--- config.mk ---
export PLATFORM = sky130hd
export DESIGN_NAME = seq_step_counter_flat
export DESIGN_NICKNAME = d
export VERILOG_FILES = /design/src/rtl/seq_step_counter_if.sv /design/src/rtl/seq_step_counter.sv /design/src/flat_wrapper.sv
export SDC_FILE = /design/constraint.sdc
export NUM_CORES = 1
export LEC_CHECK = 0
export ABC_AREA = 1
export CORE_AREA = 2 2 44 46
export DETAILED_ROUTE_END_ITERATION = 16
export DIE_AREA = 0 0 46 48
export HOLD_SLACK_MARGIN = 0.03
export PLACE_DENSITY = 0.75
export SYNTH_ARGS = -nofsm -noshare
export SYNTH_HDL_FRONTEND = slang
export SYNTH_SLANG_ARGS = --single-unit
--- constraint.sdc ---
create_clock -name clk -period 1.4 [get_ports clk]
set_clock_uncertainty 0.15 [all_clocks]
set_input_delay 0.21 -clock clk [delete_from_list [all_inputs] [get_ports clk]]
set_output_delay 0.21 -clock clk [all_outputs]
set_load 0.02 [all_outputs]
--- src/rtl/seq_step_counter_if.sv ---
// Bus between the multiplier control FSM (master) and the step counter (slave).
interface seq_step_counter_if #(
    parameter int WIDTH_C = 4
);
    // start is taken in any cycle the counter is not busy and abort is low.
    // term is sampled with it. busy stays high until the last step or an abort.
    // done is a single-cycle pulse after the last step. abort never produces done.
    logic               start;
    logic [WIDTH_C-1:0] term;
    logic               add_shift;
    logic               shift;
    logic               abort;
    logic [WIDTH_C-1:0] count;
    logic               count_check;
    logic               busy;
    logic               done;
    logic               step_err;
    logic [WIDTH_C:0]   add_steps;

    modport master (
        output start, term, add_shift, shift, abort,
        input  count, count_check, busy, done, step_err, add_steps
    );

    modport slave (
        input  start, term, add_shift, shift, abort,
        output count, count_check, busy, done, step_err, add_steps
    );
endinterface

--- src/rtl/seq_step_counter.sv ---
// Step counter for one multiply operation: term+1 steps, start/busy/done, abort, sticky step_err.
// Define SEQ_STEP_COUNTER_STATS_EN to build the add_shift step counter behind add_steps.
module seq_step_counter #(
    parameter int WIDTH_C = 4
) (
    input  logic                clk,
    input  logic                reset,
    seq_step_counter_if.slave   bus,
    output logic [1:0]          dbg_state_o
);
    typedef enum logic [1:0] {
        IDLE = 2'd0,
        RUN  = 2'd1,
        DONE = 2'd2
    } state_e;

    state_e             state_q;
    logic [WIDTH_C-1:0] count_q;
    logic [WIDTH_C-1:0] term_q;
    logic               busy_q;
    logic               done_q;
    logic               step_err_q;

    logic step_w;
    logic start_acc_w;
    logic err_set_w;

    assign step_w      = bus.add_shift | bus.shift;
    assign start_acc_w = bus.start & ~bus.abort & (state_q != RUN);
    // Both strobes at once is always a protocol slip; any strobe outside RUN is one too.
    assign err_set_w   = (bus.add_shift & bus.shift) | (step_w & (state_q != RUN));

    always_ff @(posedge clk) begin
        if (reset) begin
            state_q    <= IDLE;
            count_q    <= '0;
            term_q     <= '0;
            busy_q     <= 1'b0;
            done_q     <= 1'b0;
            step_err_q <= 1'b0;
        end else begin
            done_q <= 1'b0;
            if (start_acc_w) begin
                step_err_q <= err_set_w;
            end else if (err_set_w) begin
                step_err_q <= 1'b1;
            end

            case (state_q)
                IDLE, DONE: begin
                    if (start_acc_w) begin
                        state_q <= RUN;
                        term_q  <= bus.term;
                        count_q <= '0;
                        busy_q  <= 1'b1;
                    end else begin
                        state_q <= IDLE;
                        count_q <= '0;
                        busy_q  <= 1'b0;
                    end
                end
                RUN: begin
                    if (bus.abort) begin
                        state_q <= IDLE;
                        count_q <= '0;
                        busy_q  <= 1'b0;
                    end else if (step_w) begin
                        if (count_q == term_q) begin
                            state_q <= DONE;
                            count_q <= '0;
                            busy_q  <= 1'b0;
                            done_q  <= 1'b1;
                        end else begin
                            count_q <= count_q + 1'b1;
                        end
                    end
                end
                default: begin
                    state_q <= IDLE;
                    count_q <= '0;
                    busy_q  <= 1'b0;
                end
            endcase
        end
    end

`ifdef SEQ_STEP_COUNTER_STATS_EN
    logic [WIDTH_C:0] add_steps_q;

    always_ff @(posedge clk) begin
        if (reset) begin
            add_steps_q <= '0;
        end else if (start_acc_w) begin
            add_steps_q <= '0;
        end else if ((state_q == RUN) && bus.add_shift && !bus.abort) begin
            add_steps_q <= add_steps_q + 1'b1;
        end
    end

    assign bus.add_steps = add_steps_q;
`else
    assign bus.add_steps = '0;
`endif

    assign bus.count       = count_q;
    assign bus.count_check = (state_q == RUN) && (count_q == term_q);
    assign bus.busy        = busy_q;
    assign bus.done        = done_q;
    assign bus.step_err    = step_err_q;
    assign dbg_state_o     = state_q;
endmodule

--- src/flat_wrapper.sv ---
// flat-port wrapper written by rule: the top's interface ports become plain ports
module seq_step_counter_flat 
#(
    parameter int WIDTH_C = 4
)
  (clk, reset, dbg_state_o, bus_start, bus_term, bus_add_shift, bus_shift, bus_abort, bus_count, bus_count_check, bus_busy, bus_done, bus_step_err, bus_add_steps);
  seq_step_counter_if #(.WIDTH_C(WIDTH_C)) bus_i ();
  input  logic clk;
  input  logic reset;
  output logic [1:0] dbg_state_o;
  input wire logic [$bits(bus_i.start)-1:0] bus_start;
  input wire logic [$bits(bus_i.term)-1:0] bus_term;
  input wire logic [$bits(bus_i.add_shift)-1:0] bus_add_shift;
  input wire logic [$bits(bus_i.shift)-1:0] bus_shift;
  input wire logic [$bits(bus_i.abort)-1:0] bus_abort;
  output wire logic [$bits(bus_i.count)-1:0] bus_count;
  output wire logic [$bits(bus_i.count_check)-1:0] bus_count_check;
  output wire logic [$bits(bus_i.busy)-1:0] bus_busy;
  output wire logic [$bits(bus_i.done)-1:0] bus_done;
  output wire logic [$bits(bus_i.step_err)-1:0] bus_step_err;
  output wire logic [$bits(bus_i.add_steps)-1:0] bus_add_steps;
  assign bus_i.start = bus_start;
  assign bus_i.term = bus_term;
  assign bus_i.add_shift = bus_add_shift;
  assign bus_i.shift = bus_shift;
  assign bus_i.abort = bus_abort;
  assign bus_count = bus_i.count;
  assign bus_count_check = bus_i.count_check;
  assign bus_busy = bus_i.busy;
  assign bus_done = bus_i.done;
  assign bus_step_err = bus_i.step_err;
  assign bus_add_steps = bus_i.add_steps;
  seq_step_counter #(.WIDTH_C(WIDTH_C)) u_core (.clk(clk), .reset(reset), .bus(bus_i), .dbg_state_o(dbg_state_o));
endmodule
==> metrics.md <==
| Metric | Value |
|---|---|
| Initial antenna violation count | 0 |
| Area occupied by multi-input gates | 354 sq um |
| Flops & latches, synth | 13 |
| NumNets Final | 140 |
| Final Hold Viols | 0 |
| Gr ovfl total | 0 |
| Post-Syn Instances | 88 |
| P_int | around 0.60 mW |
| Sequential Area | around 270 sq um |
| WL final | between 1000 and 1500 um |
| Fmax | 639 MHz |
| Switching Share | 0.275 |
| DRC Markers | 0 |
| Worst Hold Class | reg2reg |
| Largest stage delay on the critical path | 0.36 ns |
| Critical path fanouts, max | 3 |
| Final WS setup | -0.166 ns |
| Die span in x | 46 um |
| Clock network fraction of total power | 0.279 |
| Cell Area, Synth | 674 sq um |
| Lkg Pwr | 0.512 nW |
| Post-synthesis sequential area ratio | 0.386 |
| CP max-delay cell | dfxtp_2 |
| Area added between synthesis and finish | 54.5% |
| Post-route insts no fill | around 150 |
| Logic pwr share | 0.243 |
| Router iterations before antenna repair | 2 |
| Type of origin of the critical path | flop |
| Dpl cells | 139 |
| CP Cell Sequence | inv_2 > nand2_1 > nand2_1 > nor2_2 > and3_4 > buf_6 |
| ANT nets after route | 0 |
| CTS Root Cell | clkbuf_4 |
| Routed vias | 652 |
| Reg clk slew, reported paths | 0.08 ns |
| Max-cap violations | 0 |
| Leading area contributor after synthesis | dfxtp_1 |
| Top cells by count, synth | nand2_1 (18), dfxtp_1 (13), inv_1 (8), nor2_1 (8) |
| Layout cells sized above 1 | 0.406 |
| # fillers | 150 |
| Antenna cells | 0 |
| Unique masters post-synth | 26 |
| Port buffer count | 19 |
| Avg WL per Cell | approximately 10 um |
| Required @ worst endpoint | between 1 and 1.5 ns |
| Worst VDD drop | 0.000541 V |
| Top cell type's share of synthesized area | 0.386 |
| Number of buffers inserted by hold repair at cts | 0 |
| Final setup fails | 1 |
| Post-synth EDFFs | 0 |
| Full die area | about 2200 sq um |
| Num CTS Buffers | 3 |
| # clock sinks | 13 |
| CTS tree | built |
| Final Util | 0.617 |
| Mean Syn Cell Area | 7.66 sq um |
| Sw power | 0.226 mW |
| DIE HEIGHT | 48 um |
| Leading cell type by number of instances after synthesis | nand2_1 |
| Fin crit share | 1.12 |
| Worst endpoint data arrival time | 1.21 ns |
| Clock Path Buffers | 2 |
| Global-route wire length before repair | 2410 um |
| Max-slew violations | 0 |
| CTS H-Tree Depth | 1 |
| Total GRT Usage | 0.156 |
| DR vias/cell | 4.50 |
| Pwr Density | 788 nW/um^2 |
| Ys async rst share | 0 |
| Crit-path leading delay family | simple AND/OR/NAND/NOR gates |
| CORE AREA | 1690 sq um |
| Cell mode on critical path | nand2_1 |
| CP Class | reg2out |
| Initial core utilization | 0.399 |
| Status | finished, violations left |
| Min cycle time layout | 1.57 ns |
| Largest net degree at the start of global routing | 8 |
| GP Congestion | 0.752 |
| HPWL after detailed placement | about 1200 um |
| # IOs | 25 |
| Setup crit end kind | primary output |
| Synth top area cells | dfxtp_1 (39%), nand2_1 (10%), buf_4 (5.6%) |
| Clock latency on the worst-skew pair | 0.27 ns |
| Yosys warns | 0 |
| Vias in the first global route | 595 |
| Drt initial violations | 2 |
| Cell Rows | 15 |
| Failing checks | negative setup slack |
| Most common flop cell mapped by yosys | dfxtp_1 |
| Worst path bufs/invs | 2 |
| Seq pwr share | 0.479 |
| RSZ-0062 raised after global routing | yes |
## per-stage QoR
stage / hold WS (ns) / setup TNS, ns / area (sq um) / worst slack, ns / total power, mW
final: 0.334 / -0.166 / 1040 / -0.166 / 0.821
after global routing: 0.390 / -0.285 / 1040 / -0.250 / 0.871
after CTS: 0.340 / -0.158 / 1020 / -0.158 / 0.820
after detailed placement: 0.328 / -1.11 / 991 / -0.368 / 0.593
after global placement: 0.318 / -0.875 / 991 / -0.349 / 0.589
after floorplan: 0.234 / 0 / 693 / 0.0174 / 0.512
## path summary, 6_finish.rpt
check,from,to,slack [ns],cells after the start
worst min register to register,u_core.bus.step_err,u_core.bus.step_err,0.33,2
worst min-delay path,u_core.bus.step_err,u_core.bus.step_err,0.33,2
worst max register to register,u_core.bus.count[1],u_core.bus.busy,0.07,10
worst max-delay path,u_core.bus.count[1],bus_count_check,-0.17,6
## power groups by stage
stage          logic, mW  clock network [mW]  registers, mW
2_1_floorplan      0.102                   0          0.410
3_3_place_gp       0.188                   0          0.401
3_5_place_dp       0.190                   0          0.402
4_1_cts            0.191               0.235          0.394
5_1_grt            0.218               0.257          0.395
6_report           0.199               0.229          0.393
## sequential cells by signal, indices dropped and copies added, names as in the netlist
name                 cells
u_core.bus.count         4
u_core.bus.step_err      1
u_core.dbg_state_o       2
u_core.term_q            4
u_core.bus.busy          1
u_core.bus.done          1
## what timing repair did
item	CTS	global route
pin swaps	1	4
setup buffers	1	1
resized for setup	19	10
endpoints found under the setup margin	10	7
cloned	0	0
## routing by layer
layer / up-vias / wire (um) / GRT usage / part of all wire
met4: 0 / 19 / 0.0686 / 0.013
li1: 340 / - / - / -
met5: - / 0 / 0 / 0
met2: 16 / 773 / 0.289 / 0.53
met3: 2 / 64 / 0.0340 / 0.044
met1: 294 / 599 / 0.171 / 0.41
## cell usage in the layout (no fill, tap or decap), types with 2 or more instances in the layout
master,n
a211oi_1,4
a21oi_1,3
buf_4,19
clkbuf_4,3
clkdlybuf4s50_1,9
conb_1,5
dfxtp_1,7
dfxtp_2,5
dlygate4sd2_1,7
inv_1,6
inv_2,7
nand2_1,16
nand2_2,5
nor2_1,8
nor2_4,3
nor3_1,2
xor2_1,2
## logic make-up after synthesis
family,synth area share
xor+xnor,0.0260
other cells,0.00556
buf+inv,0.134
fa+ha+maj,0.0185
compound gates,0.0853
flops,0.386
simple gates,0.345
## final cells by class
cell class,instances,area share
Timing Repair Buffer,38,0.309
Multi-Input combinational cell,60,0.340
Tap cell,17,0.0204
Clock buffer,4,0.0252
Sequential cell,13,0.259
Inverter,13,0.0468
## worst reg2reg max path: cells and delay by family (launching register included)
family	cells	cell delay, ns
and+or+nand+nor	7	0.53
buffers and inverters	3	0.20
DFF	1	0.36
(Power assumes the default switching activity.)
